**src/rtl/ps2_xmt.sv**
```systemverilog
// ps2_xmt: host-to-device PS/2 transmitter on the I/O bus (two words); PS2_XMT_IRQ_EN adds the completion interrupt
module ps2_xmt #(
   parameter int INHIBIT_CYCLES = 5000,
   parameter int REQ_CYCLES     = 50,
   parameter int TIMEOUT_CYCLES = 750000
) (
   input  logic        clk,
   input  logic        rst,
   input  logic        stb,
   input  logic        we,
   input  logic        addr,
   input  logic [31:0] data_in,
   output logic [31:0] data_out,
   output logic        ack,
   output logic        irq,
   input  logic        ps2_clk_in,
   input  logic        ps2_data_in,
   output logic        ps2_clk_oe,
   output logic        ps2_data_oe
);
   localparam int MAXC = (TIMEOUT_CYCLES > INHIBIT_CYCLES) ?
                         ((TIMEOUT_CYCLES > REQ_CYCLES) ? TIMEOUT_CYCLES : REQ_CYCLES) :
                         ((INHIBIT_CYCLES > REQ_CYCLES) ? INHIBIT_CYCLES : REQ_CYCLES);
   localparam int CW = $clog2(MAXC + 1);

   typedef enum logic [2:0] {IDLE, INHIBIT, REQ, SHIFT, ACK, WAIT_IDLE} state_t;

   state_t        state, state_nx;
   logic          clk_s1, clk_s2, clk_q, dat_s1, dat_s2, fall;
   logic [CW-1:0] cnt, tmo;
   logic [10:0]   shift;
   logic [3:0]    bitcnt;
   logic          busy, done, err, irq_en;
   logic          wr0, wr1, in_xfer, tmo_hit, ack_ev;
   logic          unused_bits;

   assign fall     = clk_q & ~clk_s2;
   assign wr0      = stb & we & ~addr & (state == IDLE);
   assign wr1      = stb & we & addr;
   assign in_xfer  = (state == SHIFT) || (state == ACK) || (state == WAIT_IDLE);
   assign tmo_hit  = in_xfer && (tmo == CW'(TIMEOUT_CYCLES - 1));
   assign ack_ev   = (state == ACK) & fall & ~tmo_hit;
   assign ack      = stb;
   assign data_out = !stb ? 32'b0 : addr ? {30'b0, irq_en, 1'b0} : {29'b0, err, done, busy};
   assign unused_bits = ^{data_in[31:8], data_in[1]};

   always_ff @(posedge clk)
      if (rst) state <= IDLE;
      else     state <= state_nx;

   always_comb begin
      state_nx = state;
      case (state)
         IDLE:      state_nx = wr0 ? INHIBIT : IDLE;
         INHIBIT:   state_nx = (cnt == CW'(INHIBIT_CYCLES - 1)) ? REQ : INHIBIT;
         REQ:       state_nx = (cnt == CW'(REQ_CYCLES - 1)) ? SHIFT : REQ;
         SHIFT:     state_nx = tmo_hit ? IDLE : (fall && bitcnt == 4'd9) ? ACK : SHIFT;
         ACK:       state_nx = tmo_hit ? IDLE : fall ? WAIT_IDLE : ACK;
         WAIT_IDLE: state_nx = (tmo_hit || (clk_s2 && dat_s2)) ? IDLE : WAIT_IDLE;
         default:   state_nx = IDLE;
      endcase
   end

   always_comb begin
      busy        = state != IDLE;
      ps2_clk_oe  = (state == INHIBIT) || (state == REQ);
      ps2_data_oe = (state == REQ) || (state == SHIFT && !shift[0]);
   end

   // shift holds {stop, parity, data, start}; start sits in bit 0 until the first device edge
   always_ff @(posedge clk) begin
      if (rst) begin
         clk_s1 <= 1'b1;
         clk_s2 <= 1'b1;
         clk_q  <= 1'b1;
         dat_s1 <= 1'b1;
         dat_s2 <= 1'b1;
         cnt    <= '0;
         tmo    <= '0;
         shift  <= '1;
         bitcnt <= '0;
         done   <= 1'b0;
         err    <= 1'b0;
      end else begin
         clk_s1 <= ps2_clk_in;
         clk_s2 <= clk_s1;
         clk_q  <= clk_s2;
         dat_s1 <= ps2_data_in;
         dat_s2 <= dat_s1;
         cnt    <= (state_nx != state) ? '0 : cnt + 1'b1;
         tmo    <= in_xfer ? tmo + 1'b1 : '0;
         if (wr0) shift <= {1'b1, ~^data_in[7:0], data_in[7:0], 1'b0};
         else if (state == SHIFT && fall) shift <= {1'b1, shift[10:1]};
         bitcnt <= (state != SHIFT) ? 4'd0 : bitcnt + {3'b0, fall};
         if (wr0 || (wr1 && data_in[0])) begin
            done <= 1'b0;
            err  <= 1'b0;
         end
         if (ack_ev && !dat_s2) done <= 1'b1;
         if ((ack_ev && dat_s2) || tmo_hit) err <= 1'b1;
      end
   end

`ifdef PS2_XMT_IRQ_EN
   always_ff @(posedge clk) begin
      if (rst) begin
         irq_en <= 1'b0;
         irq    <= 1'b0;
      end else begin
         if (wr1) irq_en <= data_in[1];
         irq <= irq_en & (done | err);
      end
   end
`else
   assign irq_en = 1'b0;
   assign irq    = 1'b0;
`endif
endmodule

```
**config.mk**
```make
export PLATFORM = sky130hd
export DESIGN_NAME = ps2_xmt
export DESIGN_NICKNAME = d
export VERILOG_FILES = /design/src/rtl/ps2_xmt.sv
export SDC_FILE = /design/constraint.sdc
export NUM_CORES = 1
export LEC_CHECK = 0
export CORE_ASPECT_RATIO = 1.5
export CORE_UTILIZATION = 50
export DETAILED_ROUTE_END_ITERATION = 12
export PLACE_DENSITY_LB_ADDON = 0.1
export RECOVER_POWER = 50
export SETUP_SLACK_MARGIN = 0.1
export SKIP_LAST_GASP = 1
export SLEW_MARGIN = 25
export SYNTH_ARGS = -nofsm -noshare
export SYNTH_HDL_FRONTEND = slang
export SYNTH_SLANG_ARGS = --single-unit
```
**constraint.sdc**
```tcl
create_clock -name clk -period 3.1 [get_ports clk]
set_input_delay 0.465 -clock clk [delete_from_list [all_inputs] [get_ports clk]]
set_output_delay 0.465 -clock clk [all_outputs]
set_load 0.02 [all_outputs]
```
* Yosys cells after proc, flatten, opt, wreduce, memory -nomap -nowiden
Cells that the tools add are included.
** Word-level totals
- Register bits :: 64
- Bits in writable memories :: 0
- Output and inout port bits :: 36
- Latch bits :: 0
- Word-level logic and storage cells :: 79
- Input bits :: 39
- Memories kept :: 0
- Memory bits (read-only) :: 0
** Operators by class
- Mux-type cells :: 16
- Order comparisons :: 0
- Shift operators :: 0
- $mul :: 0
- Bitwise logic cells :: 11
- Equal/unequal tests :: 11
- Divide/modulo/power cells :: 0
- Add/subtract/negate cells :: 3
- Reduce and logical (&&, ||, !) cells :: 26
** Operators with widths (count)
- $add A20 B1 Y20 const B :: 2
- $eq A20 B13 Y1 const B :: 1
- $eq A20 B20 Y1 const B :: 1
- $eq A20 B6 Y1 const B :: 1
- $mux W10 :: 2
- $mux W3 :: 6
- $pmux W3 S6 :: 1
- $logic_and A1 B1 Y1 :: 8
- $reduce_xnor A8 Y1 :: 1
- $and A1 B1 Y1 :: 7
- $logic_or A1 B1 Y1 :: 7
- $eq A3 B2 Y1 const B :: 2
- $eq A3 B3 Y1 const B :: 2
- $mux W1 :: 6
- $reduce_bool A2 Y1 :: 3
- $reduce_or A2 Y1 :: 3
- $add A4 B1 Y4 :: 1
- $eq A4 B4 Y1 const B :: 1
- $not A1 Y1 :: 4
- $eq A3 B1 Y1 const B :: 1
- $logic_not A3 Y1 :: 1
- $ne A3 B2 Y1 const B :: 1
- $ne A3 B3 Y1 :: 1
- $reduce_bool A3 Y1 :: 1
- 2 further kinds :: 3

* Logic depth before layout (Yosys ltp)
Gate-level depths: netlist (run 1).
- Depth after elaboration :: 9
- Depth in mapped cells :: 9
- Gate-level depth less buffers :: 8

* Worst setup path before layout (run 1)
No wires, ideal clock.
- Path kind :: register to register
- Start point :: register cnt[0]
- End point :: register cnt[14]
- Setup slack :: 0.979 ns
- Required time :: 2.985 ns
- Data arrival time :: 2.006 ns
- Cell stages (with the launch flop) :: 9
- Path buffers :: 1
- Cell sequence :: dfxtp_1 ha_1 or4b_1 or4_1 o21ai_1 a21oi_1 o2111ai_2 buf_6 nor2_1
** Between the ends
- Word-level cells in the longest chain between the ends :: 5
** Ends and longest elaborated chain
- start, declared :: RTL line 30 : logic [CW-1:0] cnt, tmo;
- start signal, assigned :: RTL line 90 : cnt <= (state_nx != state) ? '0 : cnt + 1'b1;
- $eq A20 B6 Y1 or $eq A20 B13 Y1 (tied branches) :: RTL line 56, 55
- $mux W1 or $mux W2 (tied branches) :: RTL line 56, 55
- $pmux W3 S6 :: RTL line 53 : case (state)
- $ne A3 B3 Y1 :: RTL line 90
- $reduce_or A2 Y1 (no line)
Several ways; a longest one is shown, not always the timed one.
A chain may end at the register's enable or synchronous reset.

* Worst setup path after layout (run 1)
- Start point :: register tmo[18]
- End point :: register cnt[4]
** Between the ends
- Word-level cells in the longest chain between the ends :: 7
** Ends and longest elaborated chain
- start, declared :: RTL line 30
- start signal, assigned :: RTL line 91 : tmo <= in_xfer ? tmo + 1'b1 : '0;
- $eq A20 B20 Y1 * :: RTL line 41 : assign tmo_hit = in_xfer && (tmo == CW'(TIMEOUT_CYCLES - 1));
- $logic_and A1 B1 Y1 * :: RTL line 41
- $logic_or A1 B1 Y1 :: RTL line 59 : WAIT_IDLE: state_nx = (tmo_hit || (clk_s2 && dat_s2)) ? IDLE : WAIT_IDLE;
- $mux W3 :: RTL line 59
- $pmux W3 S6 * :: RTL line 53
- $ne A3 B3 Y1 * :: RTL line 90
- $reduce_or A2 Y1 (no line) *
Mark *: on every way between the ends. The rest lies on a longest branch, timed or not.

==> results of run 1 <==
power breakdown:
group	switching (uW)	internal [uW]	leakage (uW)	total, uW
combinational	77.8	52.6	0.000727	130
clock	331	560	0.000123	891
sequential	12.3	834	0.000518	847
total	421	1450	0.00137	1870
cell usage after synthesis (2+ instances only):
master / number
nor2b_1: 2
and2_2: 2
dfxtp_1: 64
a21oi_1: 8
or4b_1: 2
or2_2: 14
buf_2: 2
nor4_1: 3
clkbuf_1: 9
and3_1: 5
or4_1: 3
xnor2_1: 22
nor3_1: 9
inv_1: 4
buf_4: 31
a31oi_1: 8
a21o_1: 3
nand2_1: 37
o21ai_0: 6
and4_1: 2
nand3_1: 24
xor2_1: 21
nor2_1: 56
and3b_1: 3
o22ai_1: 2
nor3b_1: 3
buf_6: 2
ha_1: 5
nand2b_1: 6
or3_1: 7
nand4_1: 8
worst max-delay path: cells and delay by family, from the launching register on:
kind,cells,cell delay (ns)
buf+inv,1,0.23
flops,1,0.33
simple gates,4,1.44
compound gates,2,0.43
logic make-up (layout without fill, tap and decap cells):
family | Yosys count | after routing
DFF | 64 | 64
AOI/OAI and AO/OA | 34 | 34
and+or+nand+nor | 191 | 191
xor gates and xnor gates | 43 | 43
other | 1 | 30
muxes | 1 | 1
adders and majority gates | 5 | 5
buffers and inverters | 48 | 44
routing by layer:
metal | global-route usage | vias up | wire, um
li1 | - | 1289 | -
met1 | 0.204 | 1201 | 2470
met2 | 0.349 | 47 | 3040
met3 | 0.0373 | 11 | 153
met4 | 0.103 | 0 | 130
met5 | 0 | - | 0
metrics by stage:
stage / hold slack, ns / cells / instance area [sq um] / power, uW
global route: 0.430 / 486 / 3600 / 1940
detailed placement: 0.396 / 470 / 3370 / 998
global placement: 0.392 / 470 / 3370 / 996
CTS: 0.414 / 486 / 3630 / 1900
floorplan: 0.389 / 416 / 3350 / 990
finish: 0.409 / 486 / 3600 / 1870
worst max path at each step:
stage	from	end	slack, ns	cells past startpoint
after floorplan	cnt[0]	cnt[14]	0.98	8
after global placement	state[0]	cnt[3]	0.62	7
after detailed placement	state[0]	cnt[13]	0.60	7
after CTS	state[0]	cnt[4]	0.59	7
after global routing	tmo[18]	cnt[2]	0.36	7
final	tmo[18]	cnt[4]	0.59	7
cell type report:
cell class                      instances  area [sq um]
Multi-Input combinational cell        304          1740
Tap cell                               74          92.6
Sequential cell                        64          1280
Timing Repair Buffer                   24           219
Inverter                                4          15.0
Clock buffer                           10           138
Clock inverter                          6           115
Fill cell                             607          2620
registers in the layout, indices dropped and copies added (netlist names), 3 cells and up:
| signal | flops |
|---|---|
| bitcnt | 4 |
| cnt | 20 |
| shift | 10 |
| state | 3 |
| tmo | 20 |
==> flow_summary.ini, run 1 <==
[run_status]
status = completed

[timing]
fin_setup_tns_ns = 0
grt_setup_unrepaired = no
finalSetupViolCount = 0
period_share = 0.809
tightest_slew_ns = 0.729
maxSlewViolCount = 0
fmax_mhz = 399
fin_skew_ns = 0.00817
hold_violations = 0
relSlewSlack = 0.514
fin_crit_ns = 2.51
setup_slack_ns = 0.592

[synthesis]
synth_edf_count = 0
synth_compound_gate_area_share = 0.0675
synth_simple_gate_area_frac = 0.301
synth_adder_area_share = 0.0193
yosysUniqueCellTypes = 45
synth_top_family_by_area = simple AND/OR/NAND/NOR gates
ys_top_cells_by_area = dfxtp_1 (40%), buf_4 (7.2%), nor2_1 (6.5%)
yosysTopAreaCellShare = 0.395
synth_largest_area_cell = dfxtp_1
synth_xor_area_frac = 0.116
yosys_register_bits = 64
synth.avg_cell_area_sq_um = 8.38
synthFlopType = dfxtp_1
ys_seq_area_frac = 0.395
async_reset_ff_frac = 0
netlist_instances = 387
syn-cell-area_sq_um = 3240
yosysWarnings = 0
muxShareOfSynthArea = 0.00309

[layout]
antenna_cells = 0
nets = 451
layout-drive-gt1-share = 0.0850
syn_to_final_growth_pct = 11.1
mostFrequentLayoutCell = dfxtp_1
mostFrequentLayoutCells = dfxtp_1 (64), nor2_1 (56), nand2_1 (37), conb_1 (30), nand3_1 (24)
post-route-util = 0.579

[cts]
path_clk_slew_ns = 0.07
hold_buffers = 0
clockBufferDepth = 2
htree_levels = 3
post_cts_buffers = 0
cts.sinks = 64
cts_buffers = 9
root_buffer = clkbuf_8
cts_resized = 0
cts_tree = yes
clock_latency_ns = 0.34

[critical_path]
slowest_delay_ns = 0.59
critPathArrivalTime_ns = 2.78
required_ns = 3.37
ff2ff_setup_slack_ns = 0.59
critPathMaxFanout = 20
r2r_start = tmo[18]
cp_slowest_cell = nor4_1
crit_path_start_kind = flip-flop
path_cells = or4_1, nor4_1, nand2_1, a21oi_1, o2111ai_2, buf_4, nor2_1
worst-setup-path-type = flip-flop to flip-flop
cp-end-kind = flip-flop
rr_worst_depth = 7
reg2reg_to = cnt[4]

[pwr]
power_leakage_uw = 0.00137
ir_drop_uv = 279
power_density_nw_per_um2 = 519

[route]
drt_iter0_drc = 71
wl_mm = 5.79
drtPass1Iterations = 4
viasPerCell = 5.24
post_drt_wl_per_cell_um = 11.9
vias = 2548
remaining_drc_errors = 0
antenna_left = 0

[die]
rows = 35
dieArea_sq_um = 6820
coreArea_sq_um = 6220
die_w_um = 67.7
start_util = 0.521
die_height_um = 101
ioPinCount = 75

[global_route]
grt_max_degree = 21
grt_overflow = 0
track_usage = 0.194
grt_pass1_wl_mm = 10.1
grt_antenna_before_repair = 0
grt_pass1_vias = 2394

[placement]
port_buffers = 20
dpl_worst_slack_ns = 0.602
dp_hpwl_mm = 4.21
place.gp.congestion = 0.790

[flow_run]
max-cap-violations = 0

[min_path]
hp-start = dat_s1
hold_path.class = flip-flop to flip-flop
hold_depth = 1
hold_path_end = dat_s2
Power figures use the tool's default switching activity.
==> inputs of run 2 (changes only) <==
==> constraint.sdc (replaced) <==
create_clock -name clk -period 2.41 [get_ports clk]
set_input_delay 0.3615 -clock clk [delete_from_list [all_inputs] [get_ports clk]]
set_output_delay 0.3615 -clock clk [all_outputs]
set_load 0.02 [all_outputs]
==> run 2 against run 1 <==
Sequential power up 28%; die area unchanged; routed wire length up 5.5%; sequential cell count stayed put; largest cell class unchanged.
==> flow_summary.ini, run 2 (synthesized netlist as in run 1, its figures left out) <==
[run_status]
status = completed

[critical_path]
critPathMaxFanout = 7
r2r_start = cnt[1]
worst-setup-path-type = flip-flop to output port
required_ns = 2.05
critPathArrivalTime_ns = 1.88
cp-end-kind = output port
crit_path_start_kind = flip-flop
reg2reg_to = cnt[8]
rr_worst_depth = 10
ff2ff_setup_slack_ns = 0.18

[global_route]
grt_antenna_before_repair = 0
grt_overflow = 0
track_usage = 0.198
grt_max_degree = 21
grt_pass1_vias = 2488
grt_pass1_wl_mm = 10.3

[timing]
fin_setup_tns_ns = 0
fin_crit_ns = 2.24
tightest_slew_ns = 0.894
hold_violations = 0
finalSetupViolCount = 0
maxSlewViolCount = 0
relSlewSlack = 0.404
period_share = 0.930
fin_skew_ns = 0.0103
fmax_mhz = 446
grt_setup_unrepaired = yes

[min_path]
hold_path.class = flip-flop to flip-flop
hold_depth = 1
hp-start = clk_s1
hold_path_end = clk_s2

[layout]
fillers = 576
mostFrequentLayoutCell = dfxtp_1
layout-drive-gt1-share = 0.153
nets = 467
antenna_cells = 0
syn_to_final_growth_pct = 14.9
post_layout_nonfiller_instances = 500
top_regs = cnt (20), tmo (20), shift (10)
mostFrequentLayoutCells = dfxtp_1 (60), nor2_1 (50), nand2_1 (37), conb_1 (30), nand3_1 (24)

[die]
die_w_um = 67.7
rows = 35
coreArea_sq_um = 6220
start_util = 0.521
dieArea_sq_um = 6820
ioPinCount = 75
die_height_um = 101

[cts]
path_clk_slew_ns = 0.07
cts_tree = yes
cts_buffers = 9
clockBufferDepth = 2
root_buffer = clkbuf_8
cts.sinks = 64
htree_levels = 3
clock_latency_ns = 0.33

[placement]
dp_hpwl_mm = 4.34
port_buffers = 20
dpl.cell_count = 479
place.gp.congestion = 0.788

[flow_run]
max-cap-violations = 0

[route]
viasPerCell = 5.21
drtPass1Iterations = 4
antenna_left = 0
vias = 2606
remaining_drc_errors = 0
wl_mm = 6.11
drt_iter0_drc = 91
post_drt_wl_per_cell_um = 12.2

[pwr]
ir_drop_uv = 431
power_density_nw_per_um2 = 552
power_leakage_uw = 0.00144
-- run 2: cell count changes in the layout (fill, tap and decap cells not counted), moves of 2 or more --
cell,delta
dfxtp_1,-4
nor2_2,+5
or4b_4,+2
or4b_1,-2
dfxtp_2,+2
bufinv_16,-3
clkinv_2,+3
nor2_1,-6
buf_4,+13
dfxtp_4,+2
-- run 2: per-layer routing --
layer	global-route usage	part of all wire
met1	0.202	0.40
met2	0.362	0.55
met3	0.0419	0.033
met4	0.0998	0.014
met5	0	0
-- run 2: timing repair --
| action | in CTS | in global routing |
|---|---|---|
| resized for setup | 1 | 21 |
| buffers inserted | 0 | 6 |
| pin swaps | 0 | 6 |
| setup endpoints to repair | 10 | 20 |
| cloned | 0 | 1 |
| hold buffers | 0 | 0 |
-- run 2: report_power, final --
group	switching [uW]	total [uW]	internal [uW]
Sequential	9.96	1080	1070
Combinational	113	202	88.1
Clock	388	772	384
Total	511	2060	1540
-- run 2: stage by stage --
stage | setup slack [ns] | hold WS [ns] | instance area, sq um | total power [uW] | util
after floorplan | 0.289 | 0.389 | 3350 | 1270 | -
after global placement | 0.118 | 0.394 | 3450 | 1290 | 0.556
after detailed placement | 0.112 | 0.394 | 3450 | 1290 | 0.556
after CTS | 0.0794 | 0.412 | 3610 | 2070 | 0.581
after global routing | 0.0270 | 0.437 | 3720 | 2150 | 0.599
final | 0.168 | 0.409 | 3720 | 2060 | 0.599
-- run 2: critical path, cell delays in order (launching register included) --
cell and delay (ns):
dfxtp_1 0.40, clkbuf_1 0.30, xnor2_1 0.10, nor2_1 0.13
clkdlybuf4s50_1 0.62
-- run 2: worst max path at each step --
stage	from	end	slack, ns	cells past startpoint
after global placement	cnt[1]	cnt[4]	0.12	9
after global routing	clk_s2	cnt[1]	0.03	8
after floorplan	cnt[0]	cnt[14]	0.29	8
after detailed placement	cnt[1]	cnt[6]	0.11	9
after CTS	cnt[1]	cnt[19]	0.08	9
final	state[0]	ps2_clk_oe	0.17	4
-- run 2: layout make-up --
class	instances	area [sq um]	share of cell area
Multi-Input combinational cell	304	1790	0.482
Tap cell	74	92.6	0.0249
Clock inverter	4	22.5	0.00605
Sequential cell	64	1290	0.347
Clock buffer	10	138	0.0369
Timing Repair Buffer	40	372	0.0998
Inverter	4	15.0	0.00403
==> inputs of run 3 (changes only) <==
--- a/config.mk
+++ b/config.mk
@@ -6,6 +6,7 @@
 export NUM_CORES = 1
 export LEC_CHECK = 0
 export CORE_ASPECT_RATIO = 1.5
+export CORE_MARGIN = 4
 export CORE_UTILIZATION = 50
 export DETAILED_ROUTE_END_ITERATION = 12
 export PLACE_DENSITY_LB_ADDON = 0.1
==> run 3 against run 2 <==
Fmax down 2.9%; sequential cell count unchanged; total power up 12%; combinational power up 9%; largest cell class unchanged; register-to-register slack worse by 0.08 ns; clock skew down 0.0032 ns; sequential power about the same; global-route usage down 2.2 points; final cell count up 1.2%; worst hold slack better by 0.0011 ns; die area up 15%; final area up 3.7%.
==> flow_summary.ini, run 3 (synthesized netlist as in run 1, its figures left out) <==
[route]
wl_mm = 6.33
drtPass1Iterations = 4
antenna_left = 0
vias = 2595
drt_iter0_drc = 109
viasPerCell = 5.13
remaining_drc_errors = 0
post_drt_wl_per_cell_um = 12.5

[global_route]
grt_pass1_vias = 2530
grt_antenna_before_repair = 0
grt_pass1_wl_mm = 11.1
grt_max_degree = 21
grt_overflow = 0
track_usage = 0.176

[timing]
fin_crit_ns = 2.31
period_share = 0.958
grt_setup_unrepaired = yes
setup_slack_ns = 0.101
fin_skew_ns = 0.00713
relSlewSlack = 0.417
hold_violations = 0
finalSetupViolCount = 0
tightest_slew_ns = 0.875
fmax_mhz = 433
maxSlewViolCount = 0

[min_path]
hold_path.class = flip-flop to flip-flop
hold_depth = 1
hp-start = dat_s1

[critical_path]
critPathArrivalTime_ns = 2.53
critPathMaxFanout = 10
rr_worst_depth = 10
worst-setup-path-type = flip-flop to flip-flop
cp-end-kind = flip-flop
crit_start = cnt[1]
r2r_start = cnt[1]
crit_path_start_kind = flip-flop
required_ns = 2.63

[placement]
dp_hpwl_mm = 4.48
dpl_worst_slack_ns = 0.0918
dpl.cell_count = 478
place.gp.congestion = 0.771
port_buffers = 20

[layout]
nets = 471
multi_input_area_sq_um = 1840
mostFrequentLayoutCells = dfxtp_1 (57), nor2_1 (46), nand2_1 (36), conb_1 (30), nand3_1 (24)
mostFrequentLayoutCell = dfxtp_1
ff_latch_area_sq_um = 1300
fillers = 570
syn_to_final_growth_pct = 19.1
antenna_cells = 0
top_regs = cnt (20), tmo (20), shift (10)
layout-drive-gt1-share = 0.192
post_layout_nonfiller_instances = 506

[die]
die_height_um = 107
start_util = 0.521
die_w_um = 73.7
coreArea_sq_um = 6220
rows = 35
dieArea_sq_um = 7860
ioPinCount = 75

[cts]
clock_latency_ns = 0.34
path_clk_slew_ns = 0.07
root_buffer = clkbuf_8
cts_buffers = 9
clockBufferDepth = 2
cts.sinks = 64
cts_tree = yes
htree_levels = 3
hold_buffers = 0

[pwr]
ir_drop_uv = 293
p_clk_frac = 0.433
power_frac_seq = 0.472
finalPower_uw = 2300
p_comb_frac = 0.096
p_sw_frac = 0.238
switching_power_uw = 546
power_density_nw_per_um2 = 594
p_int_uw = 1750
power_leakage_uw = 0.00148

[flow_run]
max-cap-violations = 0

[run_status]
status = completed
==> run 3: cell types whose count changed in the layout (fill, tap and decap cells not counted), moves of 2 or more <==
cell / before / now
buf_4: 14 / 20
nor2_1: 50 / 46
bufinv_16: 0 / 2
dfxtp_2: 2 / 4
dfxtp_1: 60 / 57
nor2_4: 1 / 4
==> run 3: area by class of cell <==
class / instances / area share
multi-input cells: 304 / 0.477
flip-flops and latches: 64 / 0.336
repair buffers: 44 / 0.104
clock buffers: 10 / 0.0330
well taps: 74 / 0.0240
clock inverters: 6 / 0.0217
inverters: 4 / 0.00389
==> run 3: through the flow <==
stage | hold slack, ns | utilization | setup TNS (ns) | area, sq um
after global routing | 0.439 | 0.621 | -0.228 | 3860
after global placement | 0.391 | 0.554 | 0 | 3450
final | 0.410 | 0.621 | 0 | 3860
after detailed placement | 0.394 | 0.554 | 0 | 3450
after CTS | 0.412 | 0.613 | 0 | 3810
after floorplan | 0.389 | - | 0 | 3350
==> run 3: layer usage <==
layer  track usage  part of all wire  vias to the layer above
li1              -                 -                     1332
met1         0.196              0.41                     1206
met2         0.313              0.54                       45
met3        0.0385             0.039                       12
met4        0.0725             0.017                        0
met5             0                 0                        -
==> run 3: path summary, 6_finish.rpt <==
check        slack, ns       to
max               0.10  cnt[11]
min reg2reg       0.41   dat_s2
max reg2reg       0.10  cnt[11]
min               0.41   dat_s2
==> run 3: timing repair <==
| action | in CTS | in global routing |
|---|---|---|
| resized for setup | 18 | 18 |
| gates cloned | 2 | 0 |
| setup buffers | 8 | 3 |
| pin swaps | 5 | 8 |
| setup endpoints to repair | 20 | 20 |
==> run 3: power by group through the flow <==
stage / registers (uW) / clock network (uW) / logic, uW
4_1_cts: 1080 / 1020 / 216
2_1_floorplan: 1110 / 0 / 168
5_1_grt: 1090 / 1060 / 242
3_3_place_gp: 1110 / 0 / 180
3_5_place_dp: 1110 / 0 / 183
6_report: 1080 / 993 / 220
==> run 3: critical path, stage by stage (launching register included) <==
cell	delay [ns]
dfxtp_2	0.32
inv_2	0.06
ha_4	0.10
or4b_4	0.44
or4_4	0.43
o21ai_2	0.16
a21oi_2	0.06
o2111ai_2	0.28
buf_4	0.17
buf_12	0.13
nor2_4	0.04
==> edit 1, RTL diff (config.mk and constraints of run 2) <==
The option `PS2_XMT_IRQ_EN` is turned on by a define.
--- a/src/rtl/ps2_xmt.sv
+++ b/src/rtl/ps2_xmt.sv
@@ -1,4 +1,6 @@
 // ps2_xmt: host-to-device PS/2 transmitter on the I/O bus (two words); PS2_XMT_IRQ_EN adds the completion interrupt
+`define PS2_XMT_IRQ_EN
+
 module ps2_xmt #(
    parameter int INHIBIT_CYCLES = 5000,
    parameter int REQ_CYCLES     = 50,
Check against the original RTL: not equivalent (a bounded check fails within 4 cycles, from zero or initial values and one cycle with rst high).
==> edit 1 against run 2 <==
Final area up 2.3%; power grew 9.1%; sequential cell count up 2; wire length decreased by 1.3%; count of clock-buffer cells in the layout rose by 3; worst hold slack better by 0.0028 ns; synthesized area rose by 5.7%; sequential power up 4%; worst setup slack lost 0.026 ns.
==> edit 1: results (changes against run 2) <==
| Metric | Value |
|---|---|
| Worst reg2reg path depth | 7 (-3) |
| Global-route wire length before repair | 10.05 mm (-2.7%) |
| Via count | 2,534 (-2.8%) |
| Hpwl dp | 4.382 mm (+0.93%) |
| Seq/Total Area, Yosys | 38.57% (-0.95 points) |
| Gr usage total | 17.84% (-1.9 points) |
| Yosys cell types | 50 (+11%) |
| Worst-Margin Slew | 0.8386 ns (-0.05572 ns) |
| Ranking of synthesized cells by area | dfxtp_1 39%, buf_4 6.8%, xnor2_1 6.4% |
| Layout cell share with drive strength beyond 1 | 14.32% (-0.94 points) |
| Skew final | 0.006196 ns (-0.004154 ns) |
| Port bufs | 21 (+5.0%) |
| Leak | 0.001411 uW (-2.0%) |
| Initial DRC Count | 61 (-33%) |
| Run status | complete, no violations |
| Via density | 5.048 (-3.2%) |
| NumNets Final | 466 (-0.21%) |
| CP Max Fanout | 20 (+13) |
| Post-CTS setup buffers | 0 (unchanged) |
| Vias in the first global route | 2,341 (-5.9%) |
| Post-Place Cells | 486 (+1.5%) |
| Arr. time, crit path | 2.55 ns (+0.67 ns) |
| Syn avg cell area | 8.651 sq um (+3.3%) |
| FF-to-FF Start | tmo[7]$_SDFF_PP0_ |
| Post-CTS resize count | 0 (-1) |
edit 1: kinds of logic (layout without fill, tap and decap cells):
| family | count (synthesis) | count (layout) | share of synthesized area [%] |
|---|---|---|---|
| AOI/OAI and AO/OA | 30 | 30 | 6.026 |
| muxes | 4 | 4 | 1.205 |
| buffers and inverters | 51 | 53 | 10.08 |
| DFF | 66 | 66 | 38.57 |
| and+or+nand+nor | 193 | 193 | 30.42 |
| adders and majority gates | 5 | 5 | 1.826 |
| xor gates and xnor gates | 46 | 46 | 11.76 |
| other | 1 | 29 | 0.1095 |
edit 1: critical path, stage by stage (launching register included):
cell	delay [ns]
dfxtp_1	0.40
or4b_4	0.50
nor4_4	0.30
nand2_1	0.19
a221oi_4	0.32
o2111ai_2	0.17
buf_12	0.21
nor2_2	0.11
edit 1: cell type report:
class                           instances  share of cell area [%]
Clock buffer                           13                   4.435
Clock inverter                          2                  0.9198
Inverter                                7                  0.6899
Multi-Input combinational cell        307                   49.24
Sequential cell                        66                   34.69
Tap cell                               76                   2.497
Timing Repair Buffer                   31                   7.523
edit 1: metrics by stage:
step | instance area, sq um | power [uW] | hold WS, ns | utilization (%) | setup slack [ns]
finish | 3809 | 2242 | 0.4120 | 57.91 | 0.1418
global route | 3809 | 2348 | 0.4342 | 57.91 | 0.05009
CTS | 3801 | 2280 | 0.4176 | 57.80 | 0.1381
detailed placement | 3597 | 1318 | 0.4015 | 54.70 | 0.1606
global placement | 3597 | 1316 | 0.3916 | 54.70 | 0.1733
floorplan | 3531 | 1308 | 0.3895 | - | 0.3922
edit 1: how the worst max path moves through the flow:
| stage | start | slack, ns | end |
|---|---|---|---|
| after floorplan | tmo[9]$_SDFF_PP0_ | 0.39 | cnt[12]$_SDFF_PP0_ |
| after global placement | stb | 0.17 | data_out[0] |
| after detailed placement | tmo[7]$_SDFF_PP0_ | 0.16 | cnt[17]$_SDFF_PP0_ |
| after CTS | tmo[7]$_SDFF_PP0_ | 0.14 | cnt[17]$_SDFF_PP0_ |
| after global routing | tmo[7]$_SDFF_PP0_ | 0.05 | cnt[2]$_SDFF_PP0_ |
| final | tmo[7]$_SDFF_PP0_ | 0.14 | cnt[13]$_SDFF_PP0_ |
edit 1: metal layers:
layer	wire length (microns)	vias to the layer above	track usage (%)	part of all wire [%]
met2	3039	30	32.64	50
met1	2696	1175	18.65	45
met4	138	0	9.576	2.3
met5	0	-	0	0
li1	-	1317	-	-
met3	162	12	4.942	2.7
edit 1: power by group:
| part | total, uW | leakage [uW] | internal (uW) | switching [uW] |
|---|---|---|---|---|
| combinational | 175 | 0.000771 | 70.0 | 105 |
| sequential | 1120 | 0.000534 | 1110 | 11.1 |
| clock | 949 | 0.000106 | 555 | 394 |
| total | 2240 | 0.00141 | 1730 | 510 |
==> edit 2, RTL diff (flow settings as in run 2) <==
Made on the original files. One comparison of `bitcnt` changes from == to >=.
--- a/src/rtl/ps2_xmt.sv
+++ b/src/rtl/ps2_xmt.sv
@@ -54,7 +54,7 @@
          IDLE:      state_nx = wr0 ? INHIBIT : IDLE;
          INHIBIT:   state_nx = (cnt == CW'(INHIBIT_CYCLES - 1)) ? REQ : INHIBIT;
          REQ:       state_nx = (cnt == CW'(REQ_CYCLES - 1)) ? SHIFT : REQ;
-         SHIFT:     state_nx = tmo_hit ? IDLE : (fall && bitcnt == 4'd9) ? ACK : SHIFT;
+         SHIFT:     state_nx = tmo_hit ? IDLE : (fall && bitcnt >= 4'd9) ? ACK : SHIFT;
          ACK:       state_nx = tmo_hit ? IDLE : fall ? WAIT_IDLE : ACK;
          WAIT_IDLE: state_nx = (tmo_hit || (clk_s2 && dat_s2)) ? IDLE : WAIT_IDLE;
          default:   state_nx = IDLE;
Behaviour: same outputs for any inputs over 10 cycles, from zero or initial values and one cycle with rst high; that may be too few to reach the edited logic, so the function may still have changed.
==> edit 2 against run 2 <==
Cell count is 0.60% lower; clock skew shrank 0.0039 ns; final area increased by 0.94%; synthesized area rose by 4.0%; critical path type unchanged; power grew 7.1%; sequential cell count unchanged; utilization down 1.9 points; worst setup slack better by 0.037 ns; wire length up 7.0%; highest routed layer unchanged; non-clock buffer count decreased by 11.
==> edit 2: results (changes against run 2) <==
| Metric | Value |
|---|---|
| Skew final | 0.006482 ns (-0.003868 ns) |
| CP Max Fanout | 13 (+6) |
| Yosys cell types | 46 (+2.2%) |
| Met3 usage | 4.399% (+0.21 points) |
| Worst reg2reg path depth | 8 (-2) |
| Leak | 0.001464 uW (+1.7%) |
| Worst-Margin Slew | 0.6192 ns (-0.2751 ns) |
| GR Layer Usage met1 | 19.90% (-0.34 points) |
| Layout cell share with drive strength beyond 1 | 13.78% (-1.5 points) |
| Multi-input gate area | 1883 sq um (+5.0%) |
| DR WL/cell | 13.16 microns (+7.7%) |
| Post-Syn Instances | 392 (+1.3%) |
| Worst VDD drop | 0.0003831 V (-11%) |
| Synth cell count leaders | 64 x dfxtp_1, 44 x nand2_1, 41 x nor2_1 |
| Fraction of area in clock buffers and inverters | 5.291% (+0.99 points) |
| Vias in the first global route | 2,376 (-4.5%) |
| Via density | 5.199 (-0.25%) |
| Hpwl dp | 4.759 mm (+9.6%) |
| Non-clock buffers, area share | 7.554% (-2.4 points) |
| M2 GR Usage | 36.00% (-0.18 points) |
| Clock buffers | 13 (+3) |
| Gpl congestion | 0.7922 (+0.51%) |
| Arr. time, crit path | 1.84 ns (-0.04 ns) |
| Wl on met1 | 2.705 mm (+9.8%) |
| Signal buffers | 29 (-28%) |
| FF-to-FF Start | tmo[0]$_SDFF_PP0_ |
| Hold_ws | 0.4112 ns (+0.001975 ns) |
| Run status | complete, no violations |
| Multi-Input Combinational | 308 (+1.3%) |
| NumNets Final | 460 (-1.5%) |
| Ranking of synthesized cells by area | dfxtp_1 38%, buf_4 7.3%, xnor2_1 6.2% |
| Global-route wire length before repair | 10.66 mm (+3.2%) |
| Met3 WL | 151 microns (-25%) |
-- edit 2: changes by cell type in the layout (fill, tap and decap cells not counted), sizes merged, moves of 3 or more --
| cell | change |
|---|---|
| nand2 | +7 |
| or4 | -3 |
| buf | -9 |
| nand4 | -3 |
| o21ai | +7 |
| or2 | -7 |
| nor2 | -15 |
| and3 | +13 |
| nor3 | +19 |
| or3 | -5 |
| a31oi | -8 |
-- edit 2: kinds of logic (layout without fill, tap and decap cells) --
group	after synthesis	in the layout	share of synthesized area (%)
AOI/OAI and AO/OA	30	30	5.789
xor gates and xnor gates	44	44	11.43
adders and majority gates	5	5	1.855
buffers and inverters	49	49	9.907
DFF	64	64	38.00
muxes	2	2	0.6308
other	1	30	0.1112
and+or+nand+nor	197	197	32.28
-- edit 2: what timing repair did --
action / 4_1_cts / 5_1_grt
pin swaps: 0 / 1
resized for setup: 3 / 4
hold endpoints to repair: 0 / 0
setup endpoints to repair: 2 / 23
gates cloned: 0 / 0
-- edit 2: power breakdown --
| group | internal (uW) | switching, uW | total (uW) | leakage, uW |
|---|---|---|---|---|
| clock | 532 | 396 | 928 | 0.000103 |
| combinational | 73.9 | 114 | 188 | 0.000842 |
| sequential | 1070 | 12.9 | 1090 | 0.000519 |
| total | 1680 | 523 | 2200 | 0.00146 |
-- edit 2: per-stage QoR --
step / utilization (%) / worst slack, ns / cell area (sq um)
final: 57.97 / 0.2049 / 3760
after global routing: 57.97 / 0.1028 / 3760
after CTS: 57.99 / 0.1177 / 3761
after detailed placement: 54.84 / 0.1153 / 3557
after global placement: 54.84 / 0.1108 / 3557
after floorplan: - / 0.4427 / 3481
